File: src/rtl/serial_subtractor_pkg.sv
// Shared types and constants for the bit-serial subtractor.
// Holds the FSM state encoding and the default operand width.
package serial_subtractor_pkg;

    localparam int DEFAULT_SUB_WIDTH = 8;

    // The 2'b11 encoding is illegal; the FSM recovers it to ST_IDLE.
    typedef enum logic [1:0] {
        ST_IDLE = 2'b00,
        ST_RUN  = 2'b01,
        ST_DONE = 2'b10
    } sub_state_e;

endpackage : serial_subtractor_pkg

File: src/rtl/serial_subtractor_full_sub_cell.sv
// One-bit full-subtractor cell: d = a - b - bin, with a borrow-out.
// This is purely combinational; the caller owns the borrow register.
module full_sub_cell (
    input  logic a,
    input  logic b,
    input  logic bin,
    output logic d,
    output logic bout
);

    assign d    = a ^ b ^ bin;
    assign bout = (~a & b) | (~(a ^ b) & bin);

endmodule : full_sub_cell

File: src/rtl/serial_subtractor.sv
// Bit-serial WIDTH-bit subtractor computing a - b - bin, LSB first.
// Operands come in on a valid/ready handshake; diff/bout go out on another.
module serial_subtractor
    import serial_subtractor_pkg::*;
#(
    parameter int WIDTH = DEFAULT_SUB_WIDTH
) (
    input  logic             clk,
    input  logic             rst_n,
    input  logic             in_valid,
    output logic             in_ready,
    input  logic [WIDTH-1:0] a,
    input  logic [WIDTH-1:0] b,
    input  logic             bin,
    output logic             out_valid,
    input  logic             out_ready,
    output logic [WIDTH-1:0] diff,
    output logic             bout,
    output logic             busy
);

    localparam int CNT_W = $clog2(WIDTH + 1);

    sub_state_e       state_r;
    sub_state_e       state_nxt_s;
    logic [WIDTH-1:0] a_r;
    logic [WIDTH-1:0] b_r;
    logic [WIDTH-1:0] diff_r;
    logic             br_r;
    logic             bout_r;
    logic [CNT_W-1:0] cnt_r;
    logic             in_ready_r;
    logic             out_valid_r;
    logic             busy_r;

    logic             d_s;
    logic             br_nxt_s;
    logic             last_bit_s;
    logic             accept_s;
    logic [WIDTH:0]   diff_cat_s;

    full_sub_cell u_cell (
        .a    (a_r[0]),
        .b    (b_r[0]),
        .bin  (br_r),
        .d    (d_s),
        .bout (br_nxt_s)
    );

    assign last_bit_s = (cnt_r == CNT_W'(WIDTH - 1));
    assign accept_s   = in_valid & in_ready_r;
    // Concatenation lets the diff shift work for WIDTH=1 as well.
    assign diff_cat_s = {d_s, diff_r};

    // FSM state register.
    always_ff @(posedge clk or negedge rst_n) begin
        if (!rst_n) begin
            state_r <= ST_IDLE;
        end else begin
            state_r <= state_nxt_s;
        end
    end

    // Next-state decode; the illegal encoding falls through to IDLE.
    always_comb begin
        state_nxt_s = state_r;
        case (state_r)
            ST_IDLE: begin
                if (accept_s) begin
                    state_nxt_s = ST_RUN;
                end else begin
                    state_nxt_s = ST_IDLE;
                end
            end
            ST_RUN: begin
                if (last_bit_s) begin
                    state_nxt_s = ST_DONE;
                end else begin
                    state_nxt_s = ST_RUN;
                end
            end
            ST_DONE: begin
                if (out_ready) begin
                    state_nxt_s = ST_IDLE;
                end else begin
                    state_nxt_s = ST_DONE;
                end
            end
            default: state_nxt_s = ST_IDLE;
        endcase
    end

    // Handshake/status flags are registered from the next state so they track state_r.
    always_ff @(posedge clk or negedge rst_n) begin
        if (!rst_n) begin
            in_ready_r  <= 1'b0;
            out_valid_r <= 1'b0;
            busy_r      <= 1'b0;
        end else begin
            in_ready_r  <= (state_nxt_s == ST_IDLE);
            out_valid_r <= (state_nxt_s == ST_DONE);
            busy_r      <= (state_nxt_s == ST_RUN);
        end
    end

    // Operand capture, serial datapath shift and bit counter.
    always_ff @(posedge clk or negedge rst_n) begin
        if (!rst_n) begin
            a_r    <= {WIDTH{1'b0}};
            b_r    <= {WIDTH{1'b0}};
            diff_r <= {WIDTH{1'b0}};
            br_r   <= 1'b0;
            bout_r <= 1'b0;
            cnt_r  <= {CNT_W{1'b0}};
        end else begin
            case (state_r)
                ST_IDLE: begin
                    if (accept_s) begin
                        a_r   <= a;
                        b_r   <= b;
                        br_r  <= bin;
                        cnt_r <= {CNT_W{1'b0}};
                    end
                end
                ST_RUN: begin
                    a_r    <= a_r >> 1;
                    b_r    <= b_r >> 1;
                    diff_r <= diff_cat_s[WIDTH:1];
                    br_r   <= br_nxt_s;
                    cnt_r  <= cnt_r + CNT_W'(1);
                    if (last_bit_s) begin
                        bout_r <= br_nxt_s;
                    end
                end
                default: begin
                    // DONE and illegal states hold the datapath.
                end
            endcase
        end
    end

    assign in_ready  = in_ready_r;
    assign out_valid = out_valid_r;
    assign busy      = busy_r;
    assign diff      = diff_r;
    assign bout      = bout_r;

endmodule : serial_subtractor
File: config.mk
export PLATFORM = sky130hd
export DESIGN_NAME = serial_subtractor
export DESIGN_NICKNAME = d
export VERILOG_FILES = /design/src/rtl/serial_subtractor_pkg.sv /design/src/rtl/serial_subtractor_full_sub_cell.sv /design/src/rtl/serial_subtractor.sv
export SDC_FILE = /design/constraint.sdc
export NUM_CORES = 1
export LEC_CHECK = 0
export ABC_CLOCK_PERIOD_IN_PS = 2000
export BUFFER_PORTS_ARGS = -buffer_cell sky130_fd_sc_hd__buf_4
export CORE_MARGIN = 3
export CORE_UTILIZATION = 50
export CTS_CLUSTER_SIZE = 28
export DETAILED_ROUTE_END_ITERATION = 6
export PLACE_DENSITY = 0.71
export RECOVER_POWER = 25
export SYNTH_ARGS = -nofsm -noshare
export SYNTH_HDL_FRONTEND = slang
export SYNTH_SLANG_ARGS = --single-unit
export TNS_END_PERCENT = 50
File: constraint.sdc
create_clock -name clk -period 2 [get_ports clk]
set_clock_uncertainty 0.15 [all_clocks]
set_input_delay 0.1 -clock clk [delete_from_list [all_inputs] [get_ports clk]]
set_output_delay 0.1 -clock clk [all_outputs]
set_load 0.01 [all_outputs]
==> results of run 1 <==
==> synth_stat cells, drive strengths merged <==
library cell	n
dfrtp	35
nor3	1
a221o	1
clkbuf	2
o21ai	5
o22ai	1
nor2b	15
inv	3
ha	1
buf	10
o2bb2ai	14
a22o	2
or2	2
a22oi	15
nand2b	2
nand3	1
nand3b	2
mux2i	3
mux2	8
o22a	1
nand2	4
and2	2
fa	1
a21oi	2
nor2	5
==> power breakdown <==
group / leakage (nW) / switching, mW / internal [mW]
Clock: 0.0293 / 0.229 / 0.137
Sequential: 0.442 / 0.183 / 0.998
Combinational: 0.403 / 0.640 / 0.600
Total: 0.875 / 1.05 / 1.74
==> critical path, delay by kind of cell (launching register included) <==
| family | cells | cell delay [ns] |
|---|---|---|
| AO/OA/AOI/OAI | 2 | 0.33 |
| AND/OR/NAND/NOR | 1 | 0.40 |
| buffers and inverters | 1 | 0.23 |
| flip-flops | 1 | 0.40 |
==> state kept, by name (all words and copies together) (netlist names) <==
| name | flops |
|---|---|
| diff | 8 |
| busy | 1 |
| br_r | 1 |
| bout | 1 |
| cnt_r | 4 |
| a_r | 8 |
| state_r | 2 |
| out_valid | 1 |
| b_r | 8 |
| in_ready | 1 |
==> through the flow <==
step                cell area [um^2]  power (mW)  hold WS [ns]  cells  setup WS (ns)
floorplan                       1630        2.06        -0.346    138          0.574
global placement                1880        2.38       -0.0799    206          0.520
detailed placement              1880        2.45       -0.0753    206          0.425
CTS                             1960        2.81        0.0243    217          0.420
global route                    1950        3.02        0.0791    217          0.275
finish                          1950        2.79        0.0263    217          0.412
==> kinds of logic (layout without fill, tap and decap cells) <==
group           after synthesis  count (layout)  synth area share, %
flops                        35              35                 53.9
compound gates               41              41                 19.2
simple gates                 34              34                 12.2
fa+ha+maj                     2               2                 2.00
mux                          11              11                 7.39
buf+inv                      15              50                 5.31
==> path summary, 6_finish.rpt <==
| kind | startpoint | end |
|---|---|---|
| min in group asynchronous | rst_n | diff[2]$_DFFE_PN0P_ |
| max | in_ready$_DFF_PN0_ | a_r[3]$_DFFE_PN0P_ |
| min | a[7] | a_r[7]$_DFFE_PN0P_ |
| max in group asynchronous | rst_n | a_r[1]$_DFFE_PN0P_ |
| min reg2reg | b_r[1]$_DFFE_PN0P_ | b_r[1]$_DFFE_PN0P_ |
| max reg2reg | in_ready$_DFF_PN0_ | a_r[3]$_DFFE_PN0P_ |
==> routing by layer <==
metal  part of all wire (%)  routed length [um]
met1                     44                1390
met2                     50                1600
met3                    4.8                 151
met4                   0.95                  30
met5                      0                   0
==> layout make-up <==
| class | count | share of cell area [%] |
|---|---|---|
| Multi-Input combinational cell | 88 | 34.0 |
| Clock inverter | 1 | 0.256 |
| Sequential cell | 35 | 44.8 |
| Clock buffer | 7 | 2.31 |
| Inverter | 3 | 0.577 |
| Tap cell | 44 | 2.82 |
| Timing Repair Buffer | 39 | 15.2 |
==> cell usage in the layout (no fill, tap or decap), types with 2 or more instances in the layout <==
master | synthesis | routed
and2_1 | 2 | 2
clkbuf_4 | 0 | 5
o2bb2ai_1 | 14 | 14
or2_1 | 2 | 2
nor2_1 | 5 | 5
dlygate4sd3_1 | 0 | 3
dfrtp_1 | 35 | 35
a21oi_1 | 2 | 2
clkbuf_1 | 2 | 2
nand2_1 | 4 | 4
a22oi_1 | 15 | 15
buf_4 | 2 | 35
nand3b_1 | 2 | 2
mux2i_1 | 3 | 3
mux2_1 | 8 | 8
nor2b_1 | 15 | 15
a22o_1 | 2 | 2
inv_1 | 2 | 2
o21ai_1 | 4 | 4
==> run metrics, run 1 <==
Die Width=63.0 um; required time of the critical path=2.11 ns; worst skew pair latency=0.33 ns; Initial Utilization=52.8%; clock tree buffer depth=2; Synth cell types=30; I/O Pins=33; Nets=195; vias=1173; slowest CP cell=dfrtp_1; Max Fclk=630 MHz; CP Max Fanout=11; vias in the first global route=1307; Total Routing Usage GR=18.2%; antenna-violating nets left=0; CTS Buf Count=5; total iterations of the first detailed-routing run=4; post-cts sizing count=0; drt wl/cell=14.6 um; ant diodes=0; ranking of synthesized cells by area=dfrtp_1, o2bb2ai_1, a22oi_1, nor2b_1, mux2_1; Core Util, Final=63.5%; total number of H-tree levels=2; Final min period=1.59 ns; vias per cell=5.41; busiest grt layer=met2; synth-to-layout area growth=20.2%; run status=finished clean; Seq. cell area=876 um^2; Chip Height=63.0 um; Avg Inst Size Synth=11.8 um^2; Layout fillers=268; post-synthesis sequential area ratio=53.9%; FP Rows=20; Post-CTS Setup Repair Bufs=0; clk root buf=clkbuf_4; total die area=0.00397 mm^2; reg-to-reg slack, setup=0.41 ns; Yosys reg bits=35; CTS tree=done; slowest stage delay, CP=0.40 ns; critical path arrival=1.70 ns; DR DRC count=0; Worst-Margin Slew=0.841 ns; first-pass GRT wire length=5690 um; clk sink count=35; setup TNS=0 ns; Port Buffers=32; met1 track demand over resource=21.2%; synthesized area=0.00163 mm^2; CP startpoint kind=flop; Synth warnings=0; critical path capture point type=flop; worst hold stages=4; Max-cap violations=0; period utilisation layout=79.4%; Peak supply drop=0.578 mV; cell leakage power=0.875 nW; final hold vios=0; max_slew headroom=43.9%; RePlAce Congestion=0.740; area share of the largest cell type after synthesis=53.9%; worst min-delay path class=input port to flop; M3 GR Usage=4.14%; GR Util met2=31.6%; Synth Instances=138; cell taking the most area after synthesis=dfrtp_1; Placeable Area=0.00308 mm^2; DP HPWL=2230 um; Setup-failing EPs final=0; total routed wirelength=3170 um; RSZ-0062 raised after global routing=false; multi-input combinational cell area=663 um^2; largest net degree at the start of global routing=38; PwrDens=1430 mW/mm^2; Reg2Reg Depth=4; final count of pins violating max slew=0; CTS Hold Bufs=3; Setup CP Type=flop to flop; share of layout cells above drive strength 1=25.4%; Reg clk slew, reported paths=0.10 ns; syn nets=161; initial antenna violation count=0; crit-path cells=a21oi_1 > or2_1 > buf_4 > o2bb2ai_1; DRT iter0 DRCs=74; total global routing overflow=0
Note: power is estimated with default switching activity, not from simulation.
==> run 2: changes to the inputs <==
- ABC_AREA: unset -> 1
- ABC_CLOCK_PERIOD_IN_PS: 2000 -> 1430
- CORE_UTILIZATION: 50 -> 49
- PLACE_DENSITY: 0.71 -> 0.72
- clock period: 2 -> 1.43 ns (I/O delays scaled with it)
==> run 2 against run 1 <==
Compared with the run above:
- synthesized area rose by 4.5%
- critical endpoint is now state_r[1]$_DFF_PN0_
- combinational power is 86% higher
- clock power up 38%
- die area is 6.0% higher
- flip-flop and latch count did not move
- global-route usage rose by 1.6 points
- core utilization increased by 7.6 points
==> run metrics, run 2 <==
area share of the largest cell type after synthesis=51.5% (-2.3 points); PwrDens=2010 mW/mm^2 (+41%); share of layout cells above drive strength 1=22.3% (-3.2 points); total die area=0.00421 mm^2 (+6.0%); worst min-delay path class=input port to async pin; Synth cell types=19 (-37%); ranking of synthesized cells by area=dfrtp_1, nand2_1, nand3_1, buf_6, o21ai_1; Clock power frac=11.1% (-2.0 points); Initial Utilization=53.5% (+0.66 points); most frequent cell after synthesis=nand2_1; Worst-Margin Slew=0.828 ns (-0.0130 ns); synthesized area=0.00170 mm^2 (+4.5%); Seq pwr share=38.0% (-4.4 points); final worst slack=0.0945 ns (-0.317 ns); Int Pwr=2.62 mW (+51%); Post-Place Cells=280 (+36%); design area=0.00226 mm^2 (+16%); leading cell type in the layout, fill and taps excluded=nand2_1; Setup-failing EPs final=0 (unchanged); vias=1495 (+27%); antenna-violating nets left=0 (unchanged); Chip Height=64.9 um (+3.0%); Port Buffers=32 (unchanged); Post-synth EDFFs=0 (unchanged); ant diodes=0 (unchanged); most frequent cells in the layout=nand2_1, nand3_1, buf_4; largest net degree at the start of global routing=36 (-5.3%); total routed wirelength=3660 um (+16%); clock tree buffer depth=2 (unchanged); DRT iter0 DRCs=49 (-34%); Total Routing Usage GR=19.8% (+1.6 points); critical path arrival=1.41 ns (-0.29 ns); setup TNS=0 ns (unchanged); syn nets=229 (+42%); Die Width=64.9 um (+3.0%); CP startpoint kind=flop; DR DRC count=0 (unchanged); placed cell area=0.00199 mm^2 (+5.9%); vias in the first global route=1446 (+11%); Gate power share=50.9% (+6.4 points); post-synthesis sequential area ratio=51.5% (-2.3 points); total iterations of the first detailed-routing run=4 (unchanged); cell taking the most area after synthesis=dfrtp_1; Setup WS pre-CTS=0.0707 ns (-0.355 ns); run status=finished clean; Max Fclk=749 MHz (+19%); Placeable Area=0.00318 mm^2 (+3.3%); crit-path cells=inv_4 > buf_4 > nor3_1 > or2_1; ys async rst share=100% (unchanged); Commonest cells post-synth=nand2_1, nand3_1, dfrtp_1; Reg2Reg Depth=4 (unchanged); synth-to-layout area growth=33.0%; period utilisation layout=93.4% (+14 points); final hold vios=0 (unchanged); Setup CP Type=flop to flop; drt wl/cell=11.8 um (-19%); RSZ-0062 raised after global routing=false; Max-cap violations=0 (unchanged); total global routing overflow=0 (unchanged); Reg clk slew, reported paths=0.10 ns (about the same); CTS tree=done; Final Instance Count excl. Fillers=309 (+42%); initial antenna violation count=0 (unchanged); RePlAce Congestion=0.787 (+6.4%); slowest stage delay, CP=0.44 ns (+0.04 ns); final count of pins violating max slew=0 (unchanged); Synth Instances=206 (+49%); required time of the critical path=1.51 ns (-0.60 ns); clk root buf=clkbuf_4; Sw Share=42.2% (+4.5 points); Avg Inst Size Synth=8.25 um^2 (-30%); Post-CTS Setup Repair Bufs=0 (unchanged); Nets=287 (+47%); first-pass GRT wire length=6360 um (+12%); clk sink count=35 (unchanged); DP HPWL=2340 um (+5.1%); CTS Buf Count=5 (unchanged); total number of H-tree levels=2 (unchanged); critical path's top delay family=flip-flops; CP bufs+invs=2 (+1); cell leakage power=1.21 nW (+39%); Peak supply drop=1.23 mV (+110%); Yosys reg bits=35 (unchanged); vias per cell=4.84 (-10%); slowest CP cell=dfrtp_1; max_slew headroom=44.8% (+0.86 points); WP depth=4 (unchanged); P_sw=1.92 mW (+82%); CP Max Fanout=16 (+5); worst skew pair latency=0.33 ns (about the same); FP Rows=20 (unchanged); critical path capture point type=flop; Synth Flop Type=dfrtp_1; I/O Pins=33 (unchanged); Synth warnings=0 (unchanged); Final min period=1.34 ns (-0.253 ns)
-- run 2: final cells by class --
type / instances / area (um^2)
tap: 44 / 55.1
fill: 259 / 918
clock buffer: 7 / 45.0
clock inverter: 1 / 5.00
inverter: 11 / 47.5
timing repair buffer: 62 / 526
sequential: 35 / 877
multi-input combinational: 148 / 699
timing repair inverter: 1 / 5.00
-- run 2: cells by family after synthesis --
group | Yosys count | share of synthesized area [%]
simple gates | 137 | 35.6
buf+inv | 23 | 8.25
fa+ha+maj | 2 | 1.91
flops | 35 | 51.5
compound gates | 9 | 2.65
-- run 2: worst paths after layout --
| kind | startpoint | endpoint | slack, ns |
|---|---|---|---|
| max | state_r[1]$_DFF_PN0_ | state_r[1]$_DFF_PN0_ | 0.09 |
| max in group asynchronous | rst_n | state_r[0]$_DFF_PN0_ | 0.35 |
| min reg2reg | bout$_DFFE_PN0P_ | bout$_DFFE_PN0P_ | 0.35 |
| min | rst_n | cnt_r[3]$_DFFE_PN0P_ | 0.21 |
| min in group clk | bout$_DFFE_PN0P_ | bout$_DFFE_PN0P_ | 0.35 |
| max reg2reg | state_r[1]$_DFF_PN0_ | state_r[1]$_DFF_PN0_ | 0.09 |
-- run 2: power groups by stage --
stage | sequential (mW) | combinational, mW | clock, mW
after floorplan | 1.73 | 1.60 | 0
after global placement | 1.72 | 2.18 | 0
after detailed placement | 1.73 | 2.21 | 0
after CTS | 1.71 | 2.26 | 0.510
after global routing | 1.78 | 2.66 | 0.568
final | 1.73 | 2.31 | 0.504
-- run 2: routing by layer --
| metal | part of all wire, % | GRT usage, % | vias to the layer above |
|---|---|---|---|
| met5 | 0 | 0 | - |
| met4 | 1.1 | 6.07 | 0 |
| met3 | 5.6 | 5.89 | 5 |
| met2 | 46 | 30.1 | 42 |
| met1 | 47 | 27.0 | 679 |
| li1 | - | - | 769 |
-- run 2: repair_timing --
action / 4_1_cts / 5_1_grt
endpoints found under the hold margin: 55 / 0
resized for setup: 0 / 6
endpoints found under the setup margin: 0 / 21
hold buffers: 20 / 0
-- run 2: metrics by stage --
step | utilization (%) | hold slack (ns) | power, mW
2_1_floorplan | - | -0.374 | 3.33
3_3_place_gp | 62.5 | -0.103 | 3.90
3_5_place_dp | 62.5 | -0.108 | 3.94
4_1_cts | 70.4 | 0.0699 | 4.48
5_1_grt | 71.1 | 0.296 | 5.01
6_report | 71.1 | 0.208 | 4.54
==> run 3: changes to the inputs <==
==> constraint.sdc (replaced) <==
create_clock -name clk -period 1.43 [get_ports clk]
set_clock_uncertainty 0.15 [all_clocks]
set_input_delay 0.143 -clock clk [delete_from_list [all_inputs] [get_ports clk]]
set_output_delay 0.143 -clock clk [all_outputs]
set_load 0.01 [all_outputs]
==> run 3 against run 2 <==
Compared with the run above:
- fmax grew 0.14%
- core utilization decreased by 0.31 points
- worst setup slack better by 0.0019 ns
- critical path type unchanged
- highest routed layer unchanged
==> run metrics, run 3 (same netlist as run 2, synthesis figures left out) <==
run status=finished clean; setup TNS=0 ns (unchanged); period utilisation layout=93.3% (-0.13 points); CP Max Fanout=16 (unchanged); Peak supply drop=1.23 mV (about the same); final hold vios=0 (unchanged); Initial Utilization=53.5% (unchanged); reg-to-reg slack, setup=0.1 ns (about the same); Nets=286 (-0.35%); Layout fillers=262 (+1.2%); vias=1495 (unchanged); CP bufs+invs=2 (unchanged); DR DRC count=0 (unchanged); leading cell type in the layout, fill and taps excluded=nand2_1; initial antenna violation count=0 (unchanged); CP startpoint kind=flop; cell leakage power=1.21 nW (-0.34%); critical path arrival=1.41 ns (about the same); slowest CP cell=dfrtp_1; antenna-violating nets left=0 (unchanged); Max-cap violations=0 (unchanged); Placeable Area=0.00318 mm^2 (unchanged); Reg clk slew, reported paths=0.10 ns (about the same); slowest stage delay, CP=0.44 ns (about the same); DP HPWL=2340 um (unchanged); first-pass GRT wire length=6350 um (-0.11%); FP Rows=20 (unchanged); Gate power share=50.8% (about the same); critical path capture point type=flop; Chip Height=64.9 um (unchanged); largest net degree at the start of global routing=36 (unchanged); Final Instance Count excl. Fillers=308 (-0.32%); final worst slack=0.0963 ns (+0.00186 ns); worst min-delay path class=input port to flop; drt wl/cell=11.8 um (about the same); I/O Pins=33 (unchanged); crit-path cells=inv_4 > buf_4 > nor3_1 > or2_1; Die Width=64.9 um (unchanged); Setup-failing EPs final=0 (unchanged); Final min period=1.33 ns (-0.00186 ns); critical path's top delay family=flip-flops; RSZ-0062 raised after global routing=false; Max Fclk=750 MHz (+0.14%); Int Pwr=2.62 mW (about the same); RePlAce Congestion=0.787 (unchanged); total global routing overflow=0 (unchanged); total number of H-tree levels=2 (unchanged); vias in the first global route=1440 (-0.41%); required time of the critical path=1.51 ns (about the same); total routed wirelength=3650 um (-0.36%); clk sink count=35 (unchanged); most frequent cells in the layout=nand2_1, nand3_1, buf_4; Port Buffers=32 (unchanged); total die area=0.00421 mm^2 (unchanged); P_sw=1.91 mW (-0.23%); worst skew pair latency=0.33 ns (about the same); max_slew headroom=44.9% (+0.11 points); Setup WS pre-CTS=0.0707 ns (unchanged); final count of pins violating max slew=0 (unchanged); CTS tree=done; total iterations of the first detailed-routing run=4 (unchanged); share of layout cells above drive strength 1=22.3% (+0.084 points); final hold slack=0.0864 ns (-0.122 ns); synth-to-layout area growth=32.4%; Setup CP Type=flop to flop; vias per cell=4.85 (+0.32%); ant diodes=0 (unchanged); PwrDens=2020 mW/mm^2 (+0.31%); clock tree buffer depth=2 (unchanged); Post-Place Cells=280 (unchanged); clk root buf=clkbuf_4; Seq pwr share=38.1% (about the same); DRT iter0 DRCs=44 (-10%); Sw Share=42.2% (about the same); Clock power frac=11.1% (about the same); Total Routing Usage GR=19.8% (unchanged); CTS Buf Count=5 (unchanged); Worst-Margin Slew=0.827 ns (-0.00170 ns)
## run 3: cell count changes in the layout (fill, tap and decap cells not counted), sizes merged
cell         change
dlygate4sd3      -1
## run 3: power groups by stage
stage / Sequential, mW / Clock, mW / Combinational, mW
after global routing: 1.78 / 0.568 / 2.66
after global placement: 1.72 / 0 / 2.18
after detailed placement: 1.73 / 0 / 2.21
after CTS: 1.71 / 0.510 / 2.25
after floorplan: 1.73 / 0 / 1.60
final: 1.73 / 0.504 / 2.31
## run 3: path summary, 6_finish.rpt
path                            cells after the start                  from              endpoint
worst max-delay path                                4  state_r[1]$_DFF_PN0_  state_r[1]$_DFF_PN0_
worst max register to register                      4  state_r[1]$_DFF_PN0_  state_r[1]$_DFF_PN0_
min in group asynchronous                           2                 rst_n  cnt_r[3]$_DFFE_PN0P_
worst min register to register                      2      bout$_DFFE_PN0P_      bout$_DFFE_PN0P_
worst min-delay path                                5              in_valid    b_r[7]$_DFFE_PN0P_
max in group asynchronous                           2                 rst_n  state_r[0]$_DFF_PN0_
## run 3: worst reg2reg max path, delay by kind of cell (launching register included)
kind | cells | cell delay [ns]
simple gates | 2 | 0.33
flops | 1 | 0.44
buf+inv | 2 | 0.31
## run 3: what timing repair did
| action | CTS | global route |
|---|---|---|
| hold buffers | 19 | 0 |
| endpoints found under the hold margin | 53 | 0 |
| resized for setup | 0 | 6 |
| setup buffers | 0 | 0 |
| setup endpoints to repair | 0 | 21 |
## run 3: through the flow
step / power, mW / utilization, % / instance area, um^2
floorplan: 3.33 / - / 1700
global placement: 3.90 / 62.5 / 1990
detailed placement: 3.94 / 62.5 / 1990
CTS: 4.48 / 70.0 / 2230
global route: 5.01 / 70.8 / 2250
finish: 4.54 / 70.8 / 2250
## run 3: layout make-up
| class | count | area, um^2 | area share, % |
|---|---|---|---|
| sequential | 35 | 877 | 39.0 |
| timing repair inverter | 1 | 5.00 | 0.222 |
| timing repair buffer | 61 | 515 | 22.9 |
| clock inverter | 1 | 5.00 | 0.222 |
| inverter | 11 | 47.5 | 2.11 |
| multi-input combinational | 148 | 699 | 31.1 |
| tap | 44 | 55.1 | 2.45 |
| clock buffer | 7 | 45.0 | 2.00 |
## run 3: routing by layer
layer	share of wire (%)	routed length, um	up-vias	GRT usage, %
met5	0	0	-	0
met4	1.5	53	0	6.07
met3	6.1	223	7	5.89
met2	45	1650	42	30.1
met1	47	1720	679	27.0
li1	-	-	767	-
